[src/rtl/pipeline_pkg.sv]
// Shared definitions for the ID-stage hazard/forwarding control:
// FSM state encoding, operand-select codes and the forward-priority helper.
package pipeline_pkg;

    localparam int REG_W  = 5;
    localparam int WAIT_W = 2;

    typedef enum logic [1:0] {
        RUN   = 2'd0,
        STALL = 2'd1,
        FLUSH = 2'd2
    } hz_state_e;

    localparam logic [1:0] FWD_RF  = 2'b00;
    localparam logic [1:0] FWD_EX  = 2'b01;
    localparam logic [1:0] FWD_MEM = 2'b10;
    localparam logic [1:0] FWD_WB  = 2'b11;

    // Youngest producer wins: EX over MEM over WB.
    function automatic logic [1:0] fwd_pick(input logic ex_hit, input logic mem_hit,
                                            input logic wb_hit);
        if (ex_hit)       return FWD_EX;
        else if (mem_hit) return FWD_MEM;
        else if (wb_hit)  return FWD_WB;
        else              return FWD_RF;
    endfunction

endpackage

[src/rtl/hazard_fwd_unit.sv]
// Purely combinational ID-stage match logic: operand forward selects and the
// number of stall cycles the instruction in ID requires (0 = no hazard).
module hazard_fwd_unit #(
    parameter int REG_W = 5
) (
    input  logic [REG_W-1:0] id_rs,
    input  logic [REG_W-1:0] id_rt,
    input  logic             id_use_rs,
    input  logic             id_use_rt,
    input  logic             id_branch,
    input  logic [REG_W-1:0] ex_rw,
    input  logic             ex_regwr,
    input  logic             ex_load,
    input  logic [REG_W-1:0] mem_rw,
    input  logic             mem_regwr,
    input  logic             mem_load,
    input  logic [REG_W-1:0] wb_rw,
    input  logic             wb_regwr,
    output logic [1:0]       fwd_a,
    output logic [1:0]       fwd_b,
    output logic             hazard,
    output logic [1:0]       stall_req
);
    import pipeline_pkg::*;

    logic rs_nz, rt_nz;
    logic ex_wr, mem_wr;
    logic ex_hit_rs, ex_hit_rt, mem_hit_rs, mem_hit_rt, wb_hit_rs, wb_hit_rt;
    logic ex_use, mem_use;
    logic ld_use, br_ex_ld, br_ex_alu, br_mem_ld;

    // A load always writes its destination, even if regwr is not raised with it.
    assign ex_wr  = ex_regwr | ex_load;
    assign mem_wr = mem_regwr | mem_load;

    assign rs_nz = |id_rs;
    assign rt_nz = |id_rt;

    assign ex_hit_rs  = rs_nz && ex_wr    && (ex_rw  == id_rs);
    assign ex_hit_rt  = rt_nz && ex_wr    && (ex_rw  == id_rt);
    assign mem_hit_rs = rs_nz && mem_wr   && (mem_rw == id_rs);
    assign mem_hit_rt = rt_nz && mem_wr   && (mem_rw == id_rt);
    assign wb_hit_rs  = rs_nz && wb_regwr && (wb_rw  == id_rs);
    assign wb_hit_rt  = rt_nz && wb_regwr && (wb_rw  == id_rt);

    // A load in EX has no result yet, so it is never a forwarding source.
    assign fwd_a = fwd_pick(ex_hit_rs && !ex_load, mem_hit_rs, wb_hit_rs);
    assign fwd_b = fwd_pick(ex_hit_rt && !ex_load, mem_hit_rt, wb_hit_rt);

    assign ex_use  = (ex_hit_rs  && id_use_rs) || (ex_hit_rt  && id_use_rt);
    assign mem_use = (mem_hit_rs && id_use_rs) || (mem_hit_rt && id_use_rt);

    assign ld_use    = ex_load && ex_use;
    assign br_ex_ld  = id_branch && ex_load && ex_use;
    assign br_ex_alu = id_branch && !ex_load && ex_use;
    assign br_mem_ld = id_branch && mem_load && mem_use;

    always_comb begin
        stall_req = 2'd0;
        if (br_ex_ld)
            stall_req = 2'd2;
        else if (ld_use || br_ex_alu || br_mem_ld)
            stall_req = 2'd1;
    end

    assign hazard = |stall_req;

endmodule

[src/rtl/pipeline_hazard_ctrl.sv]
// IF/ID and ID/EX sequencing: RUN/STALL/FLUSH FSM with zero-latency stall
// entry, ID operand forward selects and saturating stall/flush counters.
module pipeline_hazard_ctrl #(
    parameter int REG_W = 5,
    parameter int CNT_W = 16
) (
    input  logic             clk,
    input  logic             reset,
    input  logic [REG_W-1:0] id_rs,
    input  logic [REG_W-1:0] id_rt,
    input  logic             id_use_rs,
    input  logic             id_use_rt,
    input  logic             id_branch,
    input  logic             id_taken,
    input  logic [REG_W-1:0] ex_rw,
    input  logic             ex_regwr,
    input  logic             ex_load,
    input  logic [REG_W-1:0] mem_rw,
    input  logic             mem_regwr,
    input  logic             mem_load,
    input  logic [REG_W-1:0] wb_rw,
    input  logic             wb_regwr,
    output logic             pc_ld,
    output logic             if_id_ld,
    output logic             if_id_flush,
    output logic             id_ex_bubble,
    output logic [1:0]       fwd_a,
    output logic [1:0]       fwd_b,
    output logic [CNT_W-1:0] stall_cnt,
    output logic [CNT_W-1:0] flush_cnt,
    output logic [1:0]       dbg_state
);
    import pipeline_pkg::*;

    hz_state_e         state, state_n;
    logic [WAIT_W-1:0] wait_cnt, wait_n;
    logic              hazard;
    logic [1:0]        stall_req;
    logic              eval;

    hazard_fwd_unit #(.REG_W(REG_W)) u_hfu (
        .id_rs     (id_rs),
        .id_rt     (id_rt),
        .id_use_rs (id_use_rs),
        .id_use_rt (id_use_rt),
        .id_branch (id_branch),
        .ex_rw     (ex_rw),
        .ex_regwr  (ex_regwr),
        .ex_load   (ex_load),
        .mem_rw    (mem_rw),
        .mem_regwr (mem_regwr),
        .mem_load  (mem_load),
        .wb_rw     (wb_rw),
        .wb_regwr  (wb_regwr),
        .fwd_a     (fwd_a),
        .fwd_b     (fwd_b),
        .hazard    (hazard),
        .stall_req (stall_req)
    );

    always_ff @(posedge clk or negedge reset) begin
        if (!reset) begin
            state    <= RUN;
            wait_cnt <= '0;
        end else begin
            state    <= state_n;
            wait_cnt <= wait_n;
        end
    end

    // The cycle a hazard is seen is the first bubble; STALL covers the rest,
    // and once the wait count is exhausted the ID instruction is re-judged.
    always_comb begin
        state_n      = state;
        wait_n       = wait_cnt;
        pc_ld        = 1'b1;
        if_id_ld     = 1'b1;
        if_id_flush  = 1'b0;
        id_ex_bubble = 1'b0;
        eval         = 1'b0;

        case (state)
            RUN: eval = 1'b1;
            STALL: begin
                if (wait_cnt != '0) begin
                    pc_ld        = 1'b0;
                    if_id_ld     = 1'b0;
                    id_ex_bubble = 1'b1;
                    wait_n       = wait_cnt - 1'b1;
                end else begin
                    eval = 1'b1;
                end
            end
            FLUSH: begin
                if_id_flush = 1'b1;
                state_n     = RUN;
            end
            default: state_n = RUN;
        endcase

        if (eval) begin
            if (hazard) begin
                pc_ld        = 1'b0;
                if_id_ld     = 1'b0;
                id_ex_bubble = 1'b1;
                state_n      = STALL;
                wait_n       = stall_req - 2'd1;
            end else if (id_branch && id_taken) begin
                state_n = FLUSH;
            end else begin
                state_n = RUN;
            end
        end

        // Held in reset the pipeline free-runs regardless of the ID contents.
        if (!reset) begin
            pc_ld        = 1'b1;
            if_id_ld     = 1'b1;
            if_id_flush  = 1'b0;
            id_ex_bubble = 1'b0;
        end
    end

    always_ff @(posedge clk or negedge reset) begin
        if (!reset) begin
            stall_cnt <= '0;
            flush_cnt <= '0;
        end else begin
            if (id_ex_bubble && (stall_cnt != '1))
                stall_cnt <= stall_cnt + 1'b1;
            if (if_id_flush && (flush_cnt != '1))
                flush_cnt <= flush_cnt + 1'b1;
        end
    end

    assign dbg_state = state;

endmodule

[config.mk]
export PLATFORM = sky130hd
export DESIGN_NAME = pipeline_hazard_ctrl
export DESIGN_NICKNAME = d
export VERILOG_FILES = /design/src/rtl/pipeline_pkg.sv /design/src/rtl/hazard_fwd_unit.sv /design/src/rtl/pipeline_hazard_ctrl.sv
export SDC_FILE = /design/constraint.sdc
export NUM_CORES = 1
export LEC_CHECK = 0
export BUFFER_PORTS_ARGS = -buffer_cell sky130_fd_sc_hd__buf_4
export CORE_MARGIN = 2
export CORE_UTILIZATION = 40
export DETAILED_ROUTE_END_ITERATION = 8
export PLACE_DENSITY = 0.73
export SKIP_LAST_GASP = 1
export SLEW_MARGIN = 40
export SYNTH_ARGS = -nofsm -noshare
export SYNTH_HDL_FRONTEND = slang
export SYNTH_HIERARCHICAL = 1
export SYNTH_SLANG_ARGS = --single-unit
[constraint.sdc]
create_clock -name clk -period 1.9 [get_ports clk]
set_input_delay 0.095 -clock clk [delete_from_list [all_inputs] [get_ports clk]]
set_output_delay 0.095 -clock clk [all_outputs]
set_load 0.1 [all_outputs]
# Word level (Yosys, flattened, before mapping)
# Cells that the tools add are included.
[word_totals] input_bits=36 reg_bits=36 out_inout_bits=42 wordCells=89
[classes] n_bitwise=2 muxes=29 n_reduce_logical=39 eq_ne=11 add_sub_neg=4
[op_table] operator="adder 16 x 1 -> 16 bit, second input constant" count=2
[op_table] operator="inequality test 16 bit, second input constant" count=2
[op_table] operator="equality test 5 bit" count=6
[op_table] operator="two-way mux 2 bit" count=15
[op_table] operator="logical AND 1 bit" count=28
[op_table] operator="two-way mux 1 bit" count=13
[op_table] operator="OR reduction 5 bit" count=2
[op_table] operator="logical OR 1 bit" count=4
[op_table] operator="OR reduction 2 bit" count=2
[op_table] operator="subtractor 2 x 1 -> 2 bit, second input constant" count=2
[op_table] operator="equality test 2 x 1 -> 1 bit, second input constant" count=1
[op_table] operator="equality test 2 bit, second input constant" count=1
[op_table] operator="logical NOT 2 bit" count=1
[op_table] operator="inequality test 2 x 1 -> 1 bit, second input constant" count=1
[op_table] operator="bitwise OR 1 bit" count=2
[op_table] operator="one-hot mux 1 bit (2 select lines)" count=1
[op_table] operator="nonzero test 2 bit" count=1
[op_table] operator="logical NOT 1 bit" count=1

# Logic depth before layout (Yosys ltp)
# Gate-level depths: netlist (run 1).
[depth] depth_word=15 mapped_depth=10

# Modules after synthesis
# Netlist (run 1), hierarchy kept.
[modules_own_cells] module="pipeline_hazard_ctrl" seq_area_each_um2=900.9 area_per_inst_um2=1844.3 cells_each=171 instances=1
[modules_own_cells] module="hazard_fwd_unit" seq_area_each_um2=0.0 area_per_inst_um2=555.5 cells_each=77 instances=1

# Worst setup path after synthesis (run 1)
# OpenSTA, ideal clock, no wires.
[synth_path] kind="input-to-output" start="input port id_rs[1]" end="output port id_ex_bubble" arrival_ns=5.002 path_buffers=1 path_stages=8 slack_ns=-3.197 cell_sequence="or4_4 > nor2_1 > nor4_2 > a41oi_2 > nand2_1 > clkbuf_1 > o21ai_0 > inv_1"
[synth_between] elab_chain_cells=14 word_cells_on_any_way=23 classes_between="eq/ne (2); mux (5); reduce/logical (16)"
[synth_lines] item="start, declared" line_no="pipeline_hazard_ctrl.sv:9" rtl="input logic [REG_W-1:0] id_rs,"
[synth_lines] item="OR reduction 5 bit" line_no="hazard_fwd_unit.sv:36" rtl="assign rs_nz = |id_rs;"
[synth_lines] item="logical AND 1 bit (2 in a row)" line_no="hazard_fwd_unit.sv:39" rtl="assign ex_hit_rs = rs_nz && ex_wr && (ex_rw == id_rs);"
[synth_lines] item="logical AND 1 bit" line_no="hazard_fwd_unit.sv:50" rtl="assign ex_use = (ex_hit_rs && id_use_rs) || (ex_hit_rt && id_use_rt);"
[synth_lines] item="logical OR 1 bit" line_no="hazard_fwd_unit.sv:50"
[synth_lines] item="logical AND 1 bit (on tied branches)" line_no="hazard_fwd_unit.sv:53, hazard_fwd_unit.sv:55"
[synth_lines] item="logical OR 1 bit (2 in a row)" line_no="hazard_fwd_unit.sv:62" rtl="else if (ld_use || br_ex_alu || br_mem_ld)"
[synth_lines] item="two-way mux 1 bit" line_no="hazard_fwd_unit.sv:62"
[synth_lines] item="two-way mux 2 bit *" line_no="hazard_fwd_unit.sv:60" rtl="if (br_ex_ld)"
[synth_lines] item="OR reduction 2 bit *" line_no="hazard_fwd_unit.sv:66" rtl="assign hazard = |stall_req;"
[synth_lines] item="named net hazard" line_no="pipeline_hazard_ctrl.sv:37" rtl="logic hazard;"
[synth_lines] item="two-way mux 1 bit *" line_no="pipeline_hazard_ctrl.sv:102" rtl="if (hazard) begin"
[synth_lines] item="two-way mux 1 bit *" line_no="pipeline_hazard_ctrl.sv:101" rtl="if (eval) begin"
[synth_lines] item="two-way mux 1 bit *" line_no="pipeline_hazard_ctrl.sv:116" rtl="if (!reset) begin"
[synth_lines] item="end, declared" line_no="pipeline_hazard_ctrl.sv:26" rtl="output logic id_ex_bubble,"
# The timed path passes the listed nets; every way through them passes the cells marked *.

# Worst setup path after layout (run 1)
[layout_path] start="input port id_rt[1]" end="output port id_ex_bubble"
[layout_between] elab_chain_cells=14 word_cells_on_any_way=23 classes_between="eq/ne (2); mux (5); reduce/logical (16)"
[layout_lines] item="start, declared" line_no="pipeline_hazard_ctrl.sv:10" rtl="input logic [REG_W-1:0] id_rt,"
[layout_lines] item="OR reduction 5 bit" line_no="hazard_fwd_unit.sv:37" rtl="assign rt_nz = |id_rt;"
[layout_lines] item="logical AND 1 bit (2 in a row)" line_no="hazard_fwd_unit.sv:40" rtl="assign ex_hit_rt = rt_nz && ex_wr && (ex_rw == id_rt);"
[layout_lines] item="logical AND 1 bit" line_no="hazard_fwd_unit.sv:50"
[layout_lines] item="logical OR 1 bit" line_no="hazard_fwd_unit.sv:50"
[layout_lines] item="logical AND 1 bit (on tied branches)" line_no="hazard_fwd_unit.sv:53, hazard_fwd_unit.sv:55"
[layout_lines] item="logical OR 1 bit (2 in a row)" line_no="hazard_fwd_unit.sv:62"
[layout_lines] item="two-way mux 1 bit" line_no="hazard_fwd_unit.sv:62"
[layout_lines] item="two-way mux 2 bit *" line_no="hazard_fwd_unit.sv:60"
[layout_lines] item="OR reduction 2 bit *" line_no="hazard_fwd_unit.sv:66"
[layout_lines] item="named net hazard" line_no="pipeline_hazard_ctrl.sv:37"
[layout_lines] item="two-way mux 1 bit *" line_no="pipeline_hazard_ctrl.sv:102"
[layout_lines] item="two-way mux 1 bit *" line_no="pipeline_hazard_ctrl.sv:101"
[layout_lines] item="two-way mux 1 bit *" line_no="pipeline_hazard_ctrl.sv:116"
# Marks and branches as above.

==> metrics.txt, run 1 <==
DRC Markers 0; failing checks setup timing; count of pins over their slew limit 0; worst slew pin tran 0.527 ns; syn nets 286; Clock Tree Buf Depth 2; cell mode on critical path buf_6; vias in the first global route 2247; R2R depth 5; Rows 28; # clock sinks 36; clk slew on worst S/H paths 0.07 ns; pwr/cell area 755 nW/um^2; post-route insts no fill 438; Slew headroom 64.7%; GR Util All Layers 19.6%; Setup crit end kind output port; setup slack after layout -0.173 ns; Worst path depth 10; Yosys reg bits 36; share of the synthesized area in the top cell type 37.5%; top cells by area, synth dfrtp_1, xor2_1, xnor2_1; drt total wl 6.38 mm; die width 81.5 um; GP Congestion 0.871; DP Cell Count 421; CTS tree built; asr flop ratio synth 100%; crit path max fanout 5; Final Hold Viols 0; H-tree depth 2; final design utilization 62.2%; Pleak 1.69 nW; yosys warns 6; Hold WC Path Type in2reg; # setup viols final 5; min cycle time layout 2.07 ns; worst hold slack 0.0405 ns; RSZ-0062 raised after global routing yes; global-route wire length before repair 10.1 mm; initial antenna violation count 0; count of buffers from port buffering 77; 1st-iter DRT viols 118; Post-Route Skew 0.00430 ns; number of fill cells in the layout 490; total grt overflow 0; Buf/Inv on CP 4; Crit path required time 1.80 ns; most frequent cells in the layout buf_4, xor2_1, xnor2_1, dfrtp_2, nand2_1; DP HPWL 4.79 mm; via count 2310; I/O pin cnt 78; worst setup path class in2out; post-synthesis sequential area ratio 37.5%; simple-gate share of the synthesized area 25.8%; Distinct cells, synth 53; slowest stage cell, crit path or4_4; Initial Util 41.0%; cell depth of the worst hold path 3; Via density 5.27; cell taking the most area after synthesis dfrtp_1; peak supply drop 0.000876 V; Multi-input gate area 1540 sq um; n_diodes 0; Worst Setup Start Kind input port; Avg Inst Size Synth 9.68 sq um; core area 5850 sq um; register area 955 sq um; most common library cell in the layout ignoring fill and taps buf_4; post-route setup TNS -0.512 ns; f_max 482 MHz; CTS Root Cell clkbuf_8; nets@finish 400; max cap viols 0; die span in y 81.5 um; largest family of logic cells by synthesized area simple AND/OR/NAND/NOR gates; Gate Count Post-Synth 248; worst path arrival time 1.98 ns; result of the run complete, but fails checks; Synth Area in Adders 1.04%; post-synthesis mux area share 2.35%; final period utilization 109%; critical path, cell by cell buf_6 > or4_4 > o211ai_4 > nor3_2 > o22ai_2 > nand2_2 > buf_6 > o21ai_4 > clkinvlp_4 > buf_12; Post-Syn Area 2400 sq um; remaining antenna violation count 0; largest net degree at the start of global routing 22; post-synthesis xor/xnor area fraction 20.1%; max incr delay on CP 0.57 ns; die area 6630 sq um; dpl ws -0.301 ns; Area growth, synth to finish 51.7%; Pre-antenna DRT Iters 4; layout cells sized above 1 51.2%; per-cell routed wire length 14.6 um; Top delay family on crit path simple AND/OR/NAND/NOR gates; compound-gate portion of the synthesized area 10.3%; CTS Buf Count 5; Post-synth EDFFs 0; Primary FF master, synth dfrtp_1; clk_lat worst skew 0.28 ns
==> Yosys cell counts, drive strengths merged, types with 2 or more instances <==
cell,number
dfrtp,36
xor2,28
xnor2,27
nand2,16
nor2,15
nor3,15
nand4,13
nand3,12
nor4,11
inv,10
o21ai,7
and3,5
mux2,5
a21oi,4
a41oi,3
buf,3
clkbuf,3
o211ai,3
or2,3
and4,2
ha,2
nor2b,2
nor3b,2
o21a,2
or4,2
==> worst reg2reg max path: stages (launching register included) <==
cell and delay [ns]:
dfrtp_2 0.45, ha_1 0.24, and3_1 0.16, and3_1 0.20
a21oi_1 0.23, mux2_2 0.36
==> worst paths after layout <==
path | start | end | slack [ns]
max reg2reg | stall_cnt[0] | stall_cnt[1] | 0.15
min reg2reg | stall_cnt[8] | stall_cnt[8] | 0.49
min in group asynchronous | reset | dbg_state[1] | 0.15
max in group asynchronous | reset | flush_cnt[12] | 1.27
max | id_rt[1] | id_ex_bubble | -0.17
min | id_taken | dbg_state[1] | 0.04
==> area by class of cell <==
class | instances | area share (%)
repair buffers | 113 | 24.8
multi-input cells | 196 | 42.2
inverters | 10 | 1.24
well taps | 75 | 2.58
flip-flops and latches | 36 | 26.2
clock inverters | 2 | 0.962
clock buffers | 6 | 1.99
==> layer usage <==
metal | vias up | track usage [%] | wire length, um
met5 | - | 0 | 0
met4 | 0 | 6.44 | 163
li1 | 1126 | - | -
met3 | 15 | 4.40 | 317
met1 | 1098 | 23.4 | 2610
met2 | 71 | 34.7 | 3290
==> cell families after synthesis <==
| group | after synthesis |
|---|---|
| simple gates | 103 |
| xor+xnor | 55 |
| flops | 36 |
| compound gates | 31 |
| buf+inv | 16 |
| mux | 5 |
| fa+ha+maj | 2 |
==> flip-flops by register name (all words and copies together) (netlist names) <==
register	flops
dbg_state	2
flush_cnt	16
stall_cnt	16
wait_cnt	2
==> what timing repair did <==
item | CTS | global route
setup buffers | 5 | 3
hold buffers | 1 | 0
gates resized for setup | 11 | 15
endpoints found under the hold margin | 36 | 0
pin swaps | 2 | 8
endpoints found under the setup margin | 4 | 18
==> stage by stage <==
stage / area (sq um) / total power, mW
floorplan: 2500 / 1.73
global placement: 3330 / 2.04
detailed placement: 3330 / 2.06
CTS: 3530 / 2.74
global route: 3640 / 2.86
finish: 3640 / 2.75
==> power by group <==
group          leakage [nW]  switching (mW)  internal, mW
sequential            0.443           0.122         0.875
clock                0.0552           0.281         0.390
combinational          1.19           0.760         0.323
No activity file was read; power rests on OpenSTA's default activity.
==> run 2, diff against run 1 <==
--- a/config.mk
+++ b/config.mk
@@ -5,11 +5,12 @@
 export SDC_FILE = /design/constraint.sdc
 export NUM_CORES = 1
 export LEC_CHECK = 0
+export ABC_AREA = 1
 export BUFFER_PORTS_ARGS = -buffer_cell sky130_fd_sc_hd__buf_4
 export CORE_MARGIN = 2
 export CORE_UTILIZATION = 40
 export DETAILED_ROUTE_END_ITERATION = 8
-export PLACE_DENSITY = 0.73
+export PLACE_DENSITY = 0.71
 export SKIP_LAST_GASP = 1
 export SLEW_MARGIN = 40
 export SYNTH_ARGS = -nofsm -noshare
==> run 2 against run 1 <==
Net effect: synthesized cell count is 89% higher; die area is 21% higher; highest routed layer unchanged; area after synthesis increased by 22%; first-iteration DRC count decreased by 26%; global-route usage up 0.39 points; critical path depth rose by 3; core utilization is 8.2 points lower; clock-buffer cell count shrank 1; the run now ends clean; cell count increased by 50%.
==> metrics.txt, run 2 <==
per-cell routed wire length 11.6 um (-20%); layout cells sized above 1 28.4% (-23 points); worst slew pin tran 0.336 ns (-0.191 ns); most common cell in the synthesized netlist nand2_1; Slew headroom 77.6% (+13 points); via count 3145 (+36%); post-CTS setup buffers 0 (-5); Clock Tree Buf Depth 2 (unchanged); Worst Setup Start Kind input port; die width 89.6 um (+9.9%); Final Hold Viols 0 (unchanged); cell taking the most area after synthesis dfrtp_1; core area 7180 sq um (+23%); Worst R2R End flush_cnt[14]; Hold WC Path Type in2reg; Rows 31 (+11%); Via density 4.78 (-9.4%); R2R depth 8 (+3); initial antenna violation count 0 (unchanged); slowest stage cell, crit path buf_4; post-synthesis sequential area ratio 30.8% (-6.8 points); count of buffers from port buffering 77 (unchanged); remaining antenna violation count 0 (unchanged); commonest cells in the netlist nand2_1, nor2_1, inv_1; Pre-antenna DRT Iters 4 (unchanged); number of fill cells in the layout 756 (+54%); result of the run finished clean; Power Total 2.93 mW (+6.6%); total grt overflow 0 (unchanged); Flop pwr share 35.0% (-1.3 points); share of the synthesized area in the top cell type 30.8% (-6.8 points); critical path, cell by cell buf_4 > or2_1 > nor2_4 > nor2_1 > nand3_1 > nand2_1 > nand2_1 > nand2_1 > inv_1 > nand2_1 > nand3_2 > buf_12 > buf_4; vias in the first global route 2912 (+30%); GP Congestion 0.887 (+1.8%); Avg Inst Size Synth 6.26 sq um (-35%); I/O pin cnt 78 (unchanged); GR Util All Layers 20.0% (+0.39 points); yosys warns 6 (unchanged); 1st-iter DRT viols 87 (-26%); DP HPWL 6.12 mm (+28%); drt total wl 7.63 mm (+20%); Post-Syn Area 2930 sq um (+22%); largest net degree at the start of global routing 27 (+23%); f_max 570 MHz (+18%); worst r2r src flush_cnt[0]; max cap viols 0 (unchanged); CTS Root Cell clkbuf_8; syn nets 506 (+77%); nets@finish 596 (+49%); CTS tree built; Post-Route Skew 0.0118 ns (+0.00750 ns); Worst Setup SP id_rs[0]; Distinct cells, synth 29 (-45%); die span in y 89.6 um (+9.9%); register area 952 sq um (-0.26%); Area growth, synth to finish 32.4%; clock network fraction of total power 23.0% (-1.4 points); CTS Buf Count 5 (unchanged); Primary FF master, synth dfrtp_1; H-tree depth 2 (unchanged); Yosys reg bits 36 (unchanged); Multi-input gate area 1800 sq um (+17%); top cells by area, synth dfrtp_1, nand2_1, nor2_1; peak supply drop 0.000324 V (-63%); pwr/cell area 757 nW/um^2 (+0.19%); Combinational Power Share 42.1% (+2.7 points); count of pins over their slew limit 0 (unchanged); Crit path required time 1.80 ns (about the same); most frequent cells in the layout nand2_1, buf_4, nor2_1, inv_1, o21ai_0; clk_lat worst skew 0.29 ns (about the same); R2R setup slack 0.20 ns (+0.05 ns); clk slew on worst S/H paths 0.07 ns (about the same); asr flop ratio synth 100% (unchanged); # setup viols final 0 (-5); RSZ-0062 raised after global routing yes; Post-synth EDFFs 0 (unchanged); worst setup path class in2out; final design utilization 54.0% (-8.2 points); crit path max fanout 19 (+14); # clock sinks 36 (unchanged); global-route wire length before repair 12.7 mm (+25%); final period utilization 92.4% (-17 points); Gate Count Post-Synth 468 (+89%); internal power 1.60 mW (+0.78%); die area 8020 sq um (+21%); CP endpoint pc_ld; max incr delay on CP 0.30 ns (-0.27 ns); Sw Ratio 45.4% (+3.2 points); Switch Pwr 1.33 mW (+15%); largest registers flush_cnt: 16 flops, stall_cnt: 16 flops; n_diodes 0 (unchanged); worst path arrival time 1.66 ns (-0.32 ns); min cycle time layout 1.76 ns (-0.317 ns); Initial Util 40.8% (-0.22 points); Pleak 1.94 nW (+15%); Setup crit end kind output port; DRC Markers 0 (unchanged); most common library cell in the layout ignoring fill and taps nand2_1; cell mode on critical path nand2_1
-- run 2: cell types whose count changed in the layout (fill, tap and decap cells not counted), sizes merged, moves of 11 or more --
cell	change
buf	-23
nor4	-11
inv	+41
o21ai	+22
nor2	+44
nand3	+14
nor3	-13
xor2	-16
xnor2	-12
nand2	+196
-- run 2: routing by layer --
| layer | vias to the layer above | global-route usage, % | wire length (um) |
|---|---|---|---|
| met4 | 0 | 4.88 | 91 |
| met3 | 6 | 3.69 | 352 |
| met2 | 74 | 34.6 | 3830 |
| met1 | 1437 | 25.6 | 3360 |
| met5 | - | 0 | 0 |
| li1 | 1628 | - | - |
-- run 2: timing repair --
action | in CTS | in global routing
hold buffers | 1 | 0
gates resized for setup | 0 | 2
hold endpoints to repair | 36 | 0
setup endpoints to repair | 0 | 3
-- run 2: worst max-delay path, delay by kind of cell --
kind                   cells  cell delay, ns
and+or+nand+nor            9            0.92
buffers and inverters      4            0.64
-- run 2: area by class of cell --
cell class	count	area share (%)
Clock buffer	5	1.78
Multi-Input combinational cell	375	46.4
Clock inverter	3	1.10
Tap cell	99	3.20
Timing Repair Buffer	90	17.9
Inverter	50	5.00
Sequential cell	36	24.6
-- run 2: logic make-up after synthesis --
kind of cell,after synthesis,synth area share (%)
AOI/OAI and AO/OA,34,6.75
xor gates and xnor gates,27,8.08
adders and majority gates,2,0.855
buffers and inverters,57,8.59
DFF,36,30.8
and+or+nand+nor,312,45.0
-- run 2: power groups by stage --
stage,clock network (mW),logic (mW),registers [mW]
floorplan,0,0.377,1.57
global placement,0,1.22,1.04
detailed placement,0,1.24,1.04
CTS,0.693,1.24,1.03
global route,0.716,1.32,1.05
finish,0.674,1.23,1.03
-- run 2: how the worst min path moves through the flow --
stage / startpoint / to / slack (ns) / cells past startpoint
floorplan: reset / flush_cnt[10] / -0.20 / 0
global placement: reset / dbg_state[0] / -0.04 / 1
detailed placement: reset / dbg_state[0] / -0.04 / 1
CTS: id_taken / dbg_state[1] / 0.06 / 3
global route: id_taken / dbg_state[1] / 0.07 / 3
finish: id_taken / dbg_state[1] / 0.06 / 3
-- run 2: per-stage QoR --
stage / cell area (sq um) / hold slack (ns) / setup TNS [ns] / setup WS [ns] / cells
6_report: 3870 / 0.0632 / 0 / 0.144 / 658
5_1_grt: 3870 / 0.0689 / -0.0324 / -0.0163 / 658
4_1_cts: 3870 / 0.0553 / 0 / 0.0967 / 658
3_5_place_dp: 3740 / -0.0434 / 0 / 0.0391 / 649
3_3_place_gp: 3740 / -0.0440 / 0 / 0.0920 / 649
2_1_floorplan: 3010 / -0.201 / 0 / 0.0129 / 468
==> run 3, diff against run 2 <==
--- a/config.mk
+++ b/config.mk
@@ -10,10 +10,10 @@
 export CORE_MARGIN = 2
 export CORE_UTILIZATION = 40
 export DETAILED_ROUTE_END_ITERATION = 8
+export MAX_ROUTING_LAYER = met4
 export PLACE_DENSITY = 0.71
 export SKIP_LAST_GASP = 1
 export SLEW_MARGIN = 40
 export SYNTH_ARGS = -nofsm -noshare
 export SYNTH_HDL_FRONTEND = slang
-export SYNTH_HIERARCHICAL = 1
 export SYNTH_SLANG_ARGS = --single-unit
==> run 3 against run 2 <==
Net effect: clock-buffer cell count stayed put; critical path depth is 8 lower; combinational power is 5% higher.
==> metrics.txt, run 3 <==
result of the run finished clean; # clock sinks 36 (unchanged); count of buffers from port buffering 77 (unchanged); drt total wl 7.11 mm (-6.8%); initial antenna violation count 0 (unchanged); CTS Buf Count 5 (unchanged); per-cell routed wire length 12.7 um (+9.7%); commonest cells in the netlist nand2_1, inv_1, dfrtp_1; yosys warns 0 (-6); CTS Root Cell clkbuf_8; Power Total 2.95 mW (+0.68%); Crit path required time 1.80 ns (about the same); DP HPWL 5.57 mm (-9.0%); die area 7630 sq um (-4.9%); Yosys reg bits 36 (unchanged); worst hold slack 0.0302 ns (-0.0330 ns); Flop pwr share 33.1% (-1.9 points); max cap viols 0 (unchanged); H-tree depth 2 (unchanged); via count 2841 (-9.7%); Post-Syn Area 2780 sq um (-5.1%); remaining antenna violation count 0 (unchanged); clk_lat worst skew 0.29 ns (about the same); Switch Pwr 1.39 mW (+4.2%); syn nets 429 (-15%); Hold WC Path Type in2reg; post-route insts no fill 559 (-15%); largest registers flush_cnt: 16 flops, stall_cnt: 16 flops; top cells by area, synth dfrtp_1, nand2_1, xor2_1; Slew headroom 67.1% (-10 points); most frequent cells in the layout nand2_1, buf_4, inv_1, nor2_1; die span in y 87.3 um (-2.5%); met2 WL 3.55 mm (-7.1%); top sig layer met4; internal power 1.56 mW (-2.2%); Final Hold Viols 0 (unchanged); worst slew pin tran 0.488 ns (+0.153 ns); worst path arrival time 1.69 ns (+0.03 ns); Initial Util 41.1% (+0.31 points); dpl ws 0.0725 ns (+0.0334 ns); GP Congestion 0.894 (+0.77%); Avg Inst Size Synth 7.10 sq um (+14%); metal3 WL 376 um (+6.8%); share of the synthesized area in the top cell type 32.4% (+1.7 points); setup slack after layout 0.117 ns (-0.0269 ns); vias in the first global route 2606 (-11%); most common cell in the synthesized netlist nand2_1; 1st-iter DRT viols 129 (+48%); layout cells sized above 1 33.6% (+5.2 points); I/O pin cnt 78 (unchanged); nets@finish 516 (-13%); global-route wire length before repair 11.7 mm (-8.1%); f_max 561 MHz (-1.5%); crit path max fanout 4 (-15); Post-Route Skew 0.00980 ns (-0.00200 ns); Gate Count Post-Synth 391 (-16%); final period utilization 93.8% (+1.4 points); Pre-antenna DRT Iters 4 (unchanged); peak supply drop 0.000686 V (+110%); Worst Setup Start Kind flop; asr flop ratio synth 100% (unchanged); Area growth, synth to finish 33.1%; pwr/cell area 799 nW/um^2 (+5.5%); Primary FF master, synth dfrtp_1; post-synthesis sequential area ratio 32.4% (+1.7 points); CTS tree built; Clock Tree Buf Depth 2 (unchanged); # setup viols final 0 (unchanged); n_diodes 0 (unchanged); Via density 5.08 (+6.3%); total grt overflow 0 (unchanged); most common library cell in the layout ignoring fill and taps nand2_1; Rows 30 (-3.2%); Sw Ratio 47.0% (+1.6 points); Distinct cells, synth 30 (+3.4%); clk slew on worst S/H paths 0.07 ns (about the same); DRC Markers 0 (unchanged); number of fill cells in the layout 662 (-12%); min cycle time layout 1.78 ns (+0.0269 ns); post-route setup TNS 0 ns (unchanged); count of pins over their slew limit 0 (unchanged); Combinational Power Share 43.6% (+1.5 points); clock network fraction of total power 23.3% (+0.3 points); RSZ-0062 raised after global routing no; largest net degree at the start of global routing 37 (+37%); Setup crit end kind output port; GR Util All Layers 19.8% (-0.21 points); worst setup path class reg2out; Post-synth EDFFs 0 (unchanged); M1 wire length 3.15 mm (-6.2%); die width 87.3 um (-2.5%); Pleak 1.86 nW (-4.2%); DP Cell Count 548 (-16%); cell taking the most area after synthesis dfrtp_1; core area 6760 sq um (-5.8%)
[run 3: cell count changes after synthesis, sizes merged, moves of 3 or more]
cell | before | now
o21ai | 29 | 13
nand2 | 212 | 127
xor2 | 12 | 24
nand4 | 11 | 25
inv | 50 | 54
nor3 | 2 | 12
nor2 | 59 | 42
nor4 | 0 | 3
[run 3: power by group through the flow]
stage,Sequential [mW],Combinational [mW],Clock [mW]
after CTS,0.979,1.30,0.710
final,0.977,1.29,0.688
after global placement,0.986,1.28,0
after detailed placement,0.995,1.29,0
after global routing,0.993,1.36,0.737
after floorplan,1.60,0.338,0
[run 3: layer usage]
metal  vias to the layer above  global-route usage, %
met4                         0                   3.36
met3                         2                   5.31
li1                       1421                      -
met2                        75                   31.5
met5                         -                      -
met1                      1343                   25.6
[run 3: worst paths after layout]
| check | start | to | slack, ns | cells after the start |
|---|---|---|---|---|
| max | wait_cnt[1] | id_ex_bubble | 0.12 | 5 |
| min | id_taken | dbg_state[1] | 0.03 | 3 |
| max reg2reg | flush_cnt[0] | flush_cnt[5] | 0.16 | 9 |
| min reg2reg | flush_cnt[8] | flush_cnt[8] | 0.49 | 1 |
| max in group asynchronous | reset | dbg_state[1] | 1.12 | 3 |
| min in group asynchronous | reset | stall_cnt[9] | 0.40 | 3 |
[run 3: final cells by class]
cell class	instances	area, sq um	share of cell area [%]
inverters	54	206	5.58
multi-input cells	296	1690	45.6
flip-flops and latches	36	940	25.4
repair buffers	85	653	17.7
clock inverters	3	42.5	1.15
well taps	80	100	2.71
clock buffers	5	68.8	1.86
[run 3: metrics by stage]
| stage | cell area, sq um | util (%) |
|---|---|---|
| 2_1_floorplan | 2880 | - |
| 3_3_place_gp | 3540 | 52.4 |
| 3_5_place_dp | 3540 | 52.4 |
| 4_1_cts | 3660 | 54.2 |
| 5_1_grt | 3700 | 54.7 |
| 6_report | 3700 | 54.7 |
[run 3: logic make-up after synthesis]
family / synth area share, %
simple gates: 42.1
buf+inv: 9.05
compound gates: 3.51
xor+xnor: 12.0
fa+ha+maj: 0.901
flops: 32.4
[run 3: worst max-delay path, cell delays in order, from the launching register on]
cell        delay [ns]
dfrtp_1           0.40
o21ai_0           0.38
nand3_4           0.19
nand2_4           0.13
clkinvlp_4        0.08
buf_4             0.22
[run 3: what timing repair did]
item,CTS,global route
setup buffers,0,1
hold buffers,1,0
setup endpoints to repair,0,16
gates resized for setup,0,1
hold endpoints to repair,36,0
